$ cat config.mk
export PLATFORM = sky130hd
export DESIGN_NAME = mem_ctrl
export DESIGN_NICKNAME = d
export VERILOG_FILES = /design/src/rtl/mem_ctrl_pkg.sv /design/src/rtl/mem_ctrl.sv
export SDC_FILE = /design/constraint.sdc
export NUM_CORES = 1
export LEC_CHECK = 0
export CAP_MARGIN = 20
export CORE_MARGIN = 1
export CORE_UTILIZATION = 49
export CTS_CLUSTER_DIAMETER = 30
export DETAILED_ROUTE_END_ITERATION = 6
export PLACE_DENSITY = 0.81
export SKIP_LAST_GASP = 1
export SLEW_MARGIN = 25
export SYNTH_ARGS = -nofsm -noshare
export SYNTH_HDL_FRONTEND = slang
export SYNTH_SLANG_ARGS = --single-unit
$ cat constraint.sdc
create_clock -name clk -period 3.3 [get_ports clk]
set_input_delay 0.33 -clock clk [delete_from_list [all_inputs] [get_ports clk]]
set_output_delay 0.33 -clock clk [all_outputs]
set_load 0.05 [all_outputs]
$ cat src/rtl/mem_ctrl_pkg.sv
// Shared types and constants for the byte-serial memory controller.
// Holds bus widths, size codes, the IO address-decode constant and FSM encodings.
package mem_ctrl_pkg;

   localparam int ADDR_W = 32;
   localparam int DATA_W = 32;
   localparam int BYTE_W = 8;

   typedef logic [ADDR_W-1:0] addr_bus_t;
   typedef logic [DATA_W-1:0] data_bus_t;
   typedef logic [BYTE_W-1:0] byte_bus_t;

   localparam logic [1:0] SIZE_BYTE = 2'b00;
   localparam logic [1:0] SIZE_HALF = 2'b01;
   localparam logic [1:0] SIZE_WORD = 2'b10;

   // mem_addr[17:16] value that selects the IO buffer region
   localparam logic [1:0] IO_REGION = 2'b11;

   typedef enum logic [1:0] {
      IDLE   = 2'b00,
      IF_RD  = 2'b01,
      MEM_RD = 2'b10,
      MEM_WR = 2'b11
   } state_t;

   function automatic logic [2:0] byte_count(input logic [1:0] size);
      case (size)
         SIZE_BYTE: byte_count = 3'd1;
         SIZE_HALF: byte_count = 3'd2;
         default:   byte_count = 3'd4;
      endcase
   endfunction

endpackage

$ cat src/rtl/mem_ctrl.sv
// Arbitrates instruction fetch and load/store requests onto a byte-wide RAM,
// serialising each access one byte per cycle, little-endian.
module mem_ctrl
   import mem_ctrl_pkg::*;
(
   input  logic        clk,
   input  logic        rst,
   input  logic        rdy,
   input  logic        if_req,
   input  logic [31:0] if_addr,
   output logic [31:0] if_data,
   output logic        if_done,
   input  logic        mem_req,
   input  logic        mem_we,
   input  logic [31:0] mem_addr,
   input  logic [31:0] mem_wdata,
   input  logic [1:0]  mem_size,
   output logic [31:0] mem_rdata,
   output logic        mem_done,
   input  logic        jump_enable_i,
   input  logic [7:0]  ram_din,
   output logic [7:0]  ram_dout,
   output logic [31:0] ram_a,
   output logic        ram_wr,
   input  logic        io_buffer_full,
   output logic        stall_req
);

   state_t      state_reg, state_next;
   logic [2:0]  cnt_reg;
   logic [2:0]  len_reg;
   data_bus_t   wdata_reg;
   data_bus_t   rd_buf_reg;
   data_bus_t   assembled;
   logic        io_blocked;
   logic        start_if;
   logic        start_mem;
   logic        last;

   // In a read state, cnt_reg = k+1 while RAM byte k is on ram_din.
   assign assembled = rd_buf_reg | ({24'd0, ram_din} << {cnt_reg - 3'd1, 3'd0});

   assign ram_wr    = (state_reg == MEM_WR) && rdy;
   assign stall_req = (state_reg != IDLE);

   always_comb begin
      state_next = state_reg;
      start_if   = 1'b0;
      start_mem  = 1'b0;
      last       = 1'b0;
      io_blocked = mem_req && mem_we && (mem_addr[17:16] == IO_REGION) && io_buffer_full;
      case (state_reg)
         IDLE: begin
            // A store held off by a full IO buffer also holds off fetches.
            if (io_blocked) begin
               state_next = IDLE;
            end else if (mem_req) begin
               start_mem  = 1'b1;
               state_next = mem_we ? MEM_WR : MEM_RD;
            end else if (if_req && !jump_enable_i) begin
               start_if   = 1'b1;
               state_next = IF_RD;
            end
         end
         IF_RD: begin
            if (jump_enable_i) begin
               state_next = IDLE;
            end else if (cnt_reg == len_reg) begin
               last       = 1'b1;
               state_next = IDLE;
            end
         end
         MEM_RD: begin
            if (cnt_reg == len_reg) begin
               last       = 1'b1;
               state_next = IDLE;
            end
         end
         MEM_WR: begin
            if (cnt_reg == len_reg - 3'd1) begin
               last       = 1'b1;
               state_next = IDLE;
            end
         end
         default: state_next = IDLE;
      endcase
   end

   always_ff @(posedge clk or negedge rst) begin
      if (!rst) begin
         state_reg <= IDLE;
      end else if (rdy) begin
         state_reg <= state_next;
      end
   end

   always_ff @(posedge clk or negedge rst) begin
      if (!rst) begin
         cnt_reg    <= 3'd0;
         len_reg    <= 3'd0;
         wdata_reg  <= '0;
         rd_buf_reg <= '0;
         ram_a      <= '0;
         ram_dout   <= '0;
         if_data    <= '0;
         mem_rdata  <= '0;
         if_done    <= 1'b0;
         mem_done   <= 1'b0;
      end else if (rdy) begin
         if_done  <= 1'b0;
         mem_done <= 1'b0;
         if (start_if || start_mem) begin
            cnt_reg    <= 3'd0;
            len_reg    <= start_mem ? byte_count(mem_size) : 3'd4;
            ram_a      <= start_mem ? mem_addr : if_addr;
            wdata_reg  <= mem_wdata;
            ram_dout   <= mem_wdata[7:0];
            rd_buf_reg <= '0;
         end else if (state_reg != IDLE) begin
            cnt_reg <= cnt_reg + 3'd1;
            if (cnt_reg + 3'd1 < len_reg) begin
               ram_a <= ram_a + 32'd1;
            end
            if (state_reg == MEM_WR) begin
               ram_dout  <= wdata_reg[15:8];
               wdata_reg <= wdata_reg >> 8;
            end else if (cnt_reg != 3'd0) begin
               rd_buf_reg <= assembled;
            end
            if (last) begin
               case (state_reg)
                  IF_RD: begin
                     if_data <= assembled;
                     if_done <= 1'b1;
                  end
                  MEM_RD: begin
                     mem_rdata <= assembled;
                     mem_done  <= 1'b1;
                  end
                  default: mem_done <= 1'b1;
               endcase
            end
         end
      end
   end

endmodule

==> summary.txt, run 1 <==
Cells and area
  • Area growth syn-to-layout: 36.4%
  • Share of layout cells above drive strength 1: 0.0644
  • Non-filler cells, final: 1,288
  • Fillers: 1,238
  • Antenna diode count: 0
  • # nets final: 1,181

Yosys
  • Synth Area in Simple Gates: 0.142
  • Yosys warns: 0
  • Post-synthesis cell type count: 61
  • Dominant cells by area after synthesis: dfrtp_1 (52%), a21oi_1 (9.2%), nor2_1 (4.9%), o21ai_0 (3.6%), mux2i_1 (3.2%)
  • Top-count cell post-synth: dfrtp_1
  • Yosys top cell by area: dfrtp_1
  • Syn Std Cell Area: 0.00814 mm2
  • Post-Synth XOR/XNOR Area: 0.00969
  • Synth Flop Type: dfrtp_1
  • Post-synthesis mux area share: 0.0320
  • Post-synthesis sequential area ratio: 0.523
  • Synth Net Count: 995
  • Syn Inst Count: 873
  • Mean Syn Cell Area: 9.32 um2
  • Largest family of logic cells by synthesized area: compound AO/OA/AOI/OAI gates
  • Register bit total from synthesis: 170
  • Post-synthesis compound-gate area fraction: 0.226
  • Adder-Cell Fraction of Synth Area: 0.0123
  • Area fraction of the dominant cell type after synthesis: 0.523
  • Synth cell count leaders: dfrtp_1 (170), a21oi_1 (150), nor2_1 (107)
  • Ys async rst share: 1.00
  • Number of flops mapped to enable cells by yosys: 0

GRT
  • Vias in the first global route: 7,206
  • Gr usage total: 0.284
  • Total congestion overflow: 0
  • First-pass GRT wire length: 37.1 mm
  • Antenna violations before repair: 0
  • Largest net degree at the start of global routing: 81

Critical path
  • Worst EP required: 3620 ps
  • Crit-path leading delay family: compound AO/OA/AOI/OAI gates
  • CP Cell Sequence: inv_1, ha_1, ha_1, nor2b_1, o21a_1, o2bb2ai_2, buf_4, o21ai_0, a22o_1
  • Worst path arrival time: 3010 ps
  • Critical path's most frequent cell: ha_1
  • Crit path capture type: flop
  • Startpoint Class: flop
  • R2R Path End: ram_a[20]
  • Worst R2R Start: cnt_reg[0]
  • Slowest-stage cell, CP: dfrtp_1
  • Flop-to-flop setup slack: 610 ps
  • CP bufs+invs: 2
  • Crit path max fanout: 33
  • Max stage delay on crit path: 510 ps
  • FF-to-FF path depth: 9
  • Critical path type: flop to flop

Placed design
  • Global placer's final weighted congestion: 0.903
  • Port bufs: 221
  • Post-Place Cells: 1,255
  • Hpwl dp: 16.7 mm

Die
  • Num rows: 46
  • Core area: 0.0161 mm2
  • Die width: 131 um
  • Die area: 0.0171 mm2
  • Ports: 222
  • Die height: 131 um
  • Initial Util: 0.507

Timing
  • Setup Viol. Count Final: 0
  • Final Hold Viols: 0
  • Setup_tns: 0 ps
  • Final period util: 0.814
  • Min cycle time layout: 2690 ps
  • Max-slew violation count: 0
  • Tightest Pin Transition: 857 ps
  • Final Skew: 9.76 ps
  • Unrepaired setup endpoints after global routing: false
  • Highest clock rate: 372 MHz
  • Slew headroom: 0.424

Clock tree
  • CTS max path bufs: 2
  • Worst-path clk slew: 70 ps
  • Number of CTS-inserted buffers: 17
  • # clock sinks: 170
  • # H-tree levels: 4
  • Skew-Pair Late Insertion Delay: 430 ps
  • Quantity of gates resized following cts: 0
  • CTS tree: yes
  • Clock Tree Root: clkbuf_16

Outcome
  • Status: finished, final reports clean

Power
  • Pwr per Cell Area: 1130 mW/mm2
  • VDD IR max: 0.000707 V
  • Leakage: 4.72 nW

Drt
  • Initial DRC count: 527
  • WL/cell: 18.5 um
  • Final wirelength: 23.9 mm
  • Pre-Repair DR Iteration Count: 5
  • Post-route ant nets: 0
  • DR vias: 7,471
  • DRC errors left: 0
  • Vias per cell: 5.80

Hold path
  • Hold-critical path depth: 3
  • Tightest Hold Check Type: primary input to flop
  • Worst hold start: mem_wdata[26]
  • Endpoint, Worst Hold: wdata_reg[26]

Job
  • Maxcap violations: 0
## kinds of logic (layout without fill, tap and decap cells)
family          after synthesis  count (layout)
buf+inv                     100             299
flops                       170             170
compound gates              308             308
mux                          26              26
fa+ha+maj                     8               8
xor+xnor                      9               9
simple gates                252             252
## per-layer routing
layer	share of wire	global-route usage	vias to the layer above
li1	-	-	3483
met1	0.40	0.352	3600
met2	0.48	0.466	347
met3	0.093	0.0920	41
met4	0.022	0.0994	0
met5	0	0	-
## repair_timing
action                    in CTS  in global routing
hold buffers                   1                  0
hold endpoints to repair      62                  0
setup buffers                  0                  0
## through the flow
stage / instance area [um2] / power (mW) / hold slack [ps] / util / setup WS (ps)
finish: 11100 / 12.6 / 451 / 0.691 / 615
global route: 11100 / 13.3 / 471 / 0.691 / 461
CTS: 11100 / 12.6 / 443 / 0.691 / 621
detailed placement: 10500 / 10.5 / 347 / 0.653 / 527
global placement: 10500 / 10.3 / 347 / 0.653 / 609
floorplan: 8140 / 8.26 / 34.4 / - / 908
## where the power goes
group | switching (mW) | total, mW | internal (mW)
Sequential | 0.823 | 3.88 | 3.06
Combinational | 4.36 | 6.64 | 2.28
Clock | 0.862 | 2.05 | 1.19
Total | 6.04 | 12.6 | 6.52
## layout by cell type, fill, tap and decap left out, types with 14 or more instances in the layout
master           instances
clkdlybuf4s50_1        219
dfrtp_1                170
a21oi_1                148
nor2_1                 106
nand2_1                 64
o21ai_0                 58
inv_1                   27
mux2i_1                 26
a22oi_1                 22
nand3_1                 20
clkbuf_16               17
buf_4                   17
o22ai_1                 14
nor3_1                  14
a22o_1                  14
## worst max-delay path by stage
stage	endpoint	slack [ps]	depth (start not counted)	from
after floorplan	ram_a[27]	910	5	ram_a[16]
after global placement	ram_dout[1]	610	7	mem_addr[16]
after detailed placement	wdata_reg[10]	530	7	mem_addr[16]
after CTS	stall_req	620	3	state_reg[0]
after global routing	ram_a[22]	460	9	cnt_reg[0]
final	ram_a[20]	610	9	cnt_reg[0]
## tightest hold or removal path: stages
cell,delay (ps)
clkdlybuf4s50_1,390
nand2_1,50
o21ai_0,60
## layout make-up
class | instances | area (um2) | area share
Sequential cell | 170 | 4250 | 0.383
Multi-Input combinational cell | 603 | 3490 | 0.315
Timing Repair Buffer | 240 | 2380 | 0.214
Clock buffer | 21 | 470 | 0.0424
Tap cell | 216 | 270 | 0.0243
Clock inverter | 11 | 131 | 0.0118
Inverter | 27 | 101 | 0.00913
(Power assumes the default switching activity.)
==> run 2, diff against run 1 <==
- clock period: 3.3 -> 2.6 ns (I/O delays scaled with it)
==> run 2 against run 1 <==
Net effect: register-to-register slack got worse by 350 ps; critical path depth unchanged; sequential share of layout area decreased by 1.0 points; wire length increased by 3.3%; clock power increased by 26%; count of clock-buffer cells in the layout decreased by 3; die area unchanged; first-iteration DRC count increased by 37%; critical path type unchanged.
==> summary.txt, run 2 (synthesis results as in run 1) <==
Outcome
  • Status: finished, final reports clean (unchanged)

Clock tree
  • CTS max path bufs: 2 (unchanged)
  • Skew-Pair Late Insertion Delay: 430 ps (about the same)
  • Number of CTS-inserted buffers: 17 (unchanged)
  • CTS tree: yes (unchanged)
  • # H-tree levels: 4 (unchanged)
  • Clock Tree Root: clkbuf_16 (unchanged)
  • # clock sinks: 170 (unchanged)
  • Worst-path clk slew: 70 ps (about the same)

Die
  • Initial Util: 0.507 (unchanged)
  • Num rows: 46 (unchanged)
  • Die width: 131 um (unchanged)
  • Die area: 0.0171 mm2 (unchanged)
  • Ports: 222 (unchanged)
  • Die height: 131 um (unchanged)
  • Core area: 0.0161 mm2 (unchanged)

Placed design
  • Port bufs: 221 (unchanged)
  • Global placer's final weighted congestion: 0.982 (was 0.903)
  • Hpwl dp: 17.4 mm (was 16.7 mm)

Cells and area
  • Commonest non-fill, non-tap cell in the layout: clkdlybuf4s50_1 (unchanged)
  • Core Util, Final: 0.710 (was 0.691)
  • Share of layout cells above drive strength 1: 0.0891 (was 0.0644)
  • Commonest non-fill, non-tap cells in the layout: clkdlybuf4s50_1 (219), dfrtp_1 (170), a21oi_1 (148) (unchanged)
  • Area growth syn-to-layout: 40.1% (was 36.4%)
  • # nets final: 1,209 (was 1,181)
  • Footprint of the multi-input gates: 0.00350 mm2 (was 0.00349 mm2)
  • FF/Latch Area: 0.00425 mm2 (unchanged)
  • Antenna diode count: 0 (unchanged)
  • Fillers: 1,194 (was 1,238)

Power
  • Sw Share: 0.479 (was 0.481)
  • Clk network pwr share: 0.158 (was 0.163)
  • VDD IR max: 0.000957 V (was 0.000707 V)
  • Pwr per Cell Area: 1430 mW/mm2 (was 1130 mW/mm2)
  • Switching pwr: 7.83 mW (was 6.04 mW)
  • Combinational share of power: 0.544 (was 0.528)
  • Leakage: 4.89 nW (was 4.72 nW)
  • Pint: 8.52 mW (was 6.52 mW)
  • Share of power burned in registers: 0.298 (was 0.309)

Critical path
  • Critical path type: flop to flop (unchanged)
  • Crit path max fanout: 6 (was 33)
  • Slowest-stage cell, CP: dfrtp_1 (unchanged)
  • Crit path capture type: flop (unchanged)
  • Worst path arrival time: 2660 ps (was 3010 ps)
  • CP Cell Sequence: inv_1, ha_1, ha_1, nor2b_1, o21a_1, a2bb2oi_4, buf_4, a21o_1, a22o_2 (was inv_1, ha_1, ha_1, nor2b_1, o21a_1, o2bb2ai_2, buf_4, o21ai_0, a22o_1)
  • Startpoint Class: flop (unchanged)
  • Critical path's most frequent cell: ha_1 (unchanged)
  • Worst EP required: 2920 ps (was 3620 ps)
  • Max stage delay on crit path: 440 ps (was 510 ps)

Job
  • Maxcap violations: 0 (unchanged)

GRT
  • Largest net degree at the start of global routing: 66 (was 81)
  • Total congestion overflow: 0 (unchanged)
  • Vias in the first global route: 7,265 (was 7,206)
  • Gr usage total: 0.287 (was 0.284)
  • Antenna violations before repair: 0 (unchanged)
  • First-pass GRT wire length: 37.6 mm (was 37.1 mm)

Drt
  • Vias per cell: 5.84 (was 5.80)
  • Post-route ant nets: 0 (unchanged)
  • WL/cell: 18.7 um (was 18.5 um)
  • Final wirelength: 24.7 mm (was 23.9 mm)
  • DRC errors left: 0 (unchanged)
  • Initial DRC count: 720 (was 527)
  • DR vias: 7,691 (was 7,471)
  • Pre-Repair DR Iteration Count: 5 (unchanged)

Timing
  • Setup Viol. Count Final: 0 (unchanged)
  • WHS: 364 ps (was 451 ps)
  • Min cycle time layout: 2340 ps (was 2690 ps)
  • Max-slew violation count: 0 (unchanged)
  • Final period util: 0.900 (was 0.814)
  • Highest clock rate: 427 MHz (was 372 MHz)
  • Slew headroom: 0.612 (was 0.424)
  • Final Skew: 7.67 ps (was 9.76 ps)
  • Tightest Pin Transition: 581 ps (was 857 ps)
  • Setup_tns: 0 ps (unchanged)
  • Final Hold Viols: 0 (unchanged)
  • Unrepaired setup endpoints after global routing: false (unchanged)

Hold path
  • Tightest Hold Check Type: primary input to async pin (was primary input to flop)
-- run 2: path summary, 6_finish.rpt --
| kind | start | end | slack [ps] | depth (start not counted) |
|---|---|---|---|---|
| worst max register to register | cnt_reg[0] | ram_a[9] | 260 | 9 |
| worst max-delay path | cnt_reg[0] | ram_a[9] | 260 | 9 |
| min in group clk | mem_wdata[30] | wdata_reg[30] | 390 | 3 |
| worst min-delay path | rst | wdata_reg[9] | 360 | 2 |
| worst min register to register | if_done | if_done | 490 | 1 |
| max in group asynchronous | rst | ram_a[24] | 1480 | 3 |
-- run 2: power groups by stage --
stage,clock network (mW),logic (mW),registers (mW)
2_1_floorplan,0,3.22,7.26
3_3_place_gp,0,8.51,4.81
3_5_place_dp,0,8.70,4.86
4_1_cts,2.60,8.80,4.84
5_1_grt,2.71,9.52,5.00
6_report,2.58,8.89,4.87
-- run 2: per-stage QoR --
step	setup WS (ps)	power [mW]	area (um2)	cells
2_1_floorplan	208	10.5	8140	873
3_3_place_gp	1.11	13.3	10700	1278
3_5_place_dp	-82.3	13.6	10700	1278
4_1_cts	138	16.2	11300	1311
5_1_grt	118	17.2	11400	1316
6_report	260	16.3	11400	1316
-- run 2: metal layers --
layer / share of wire / track usage
met3: 0.10 / 0.0879
met5: 0 / 0
met4: 0.026 / 0.116
met2: 0.47 / 0.454
met1: 0.41 / 0.369
-- run 2: critical path, delay by kind of cell, from the launching register on --
kind / cells / cell delay (ps)
and+or+nand+nor: 1 / 130
buffers and inverters: 2 / 290
DFF: 1 / 440
AOI/OAI and AO/OA: 4 / 780
adders and majority gates: 2 / 600
-- run 2: cell type report --
type,instances,share of cell area
multi-input cells,603,0.307
clock buffers,18,0.0385
repair buffers,268,0.235
well taps,216,0.0237
flip-flops and latches,170,0.373
inverters,27,0.00889
clock inverters,14,0.0138
-- run 2: repair_timing --
action / CTS / global route
buffers inserted: 0 / 4
endpoints found under the setup margin: 8 / 8
gates resized for setup: 1 / 0
hold endpoints to repair: 57 / 0
pin swaps: 0 / 1
hold buffers: 1 / 0
==> run 3, diff against run 2 <==
- CTS_CLUSTER_SIZE: default -> 14
==> results of run 3 <==
Final layout, timing and power as in run 2 (identical DEF).
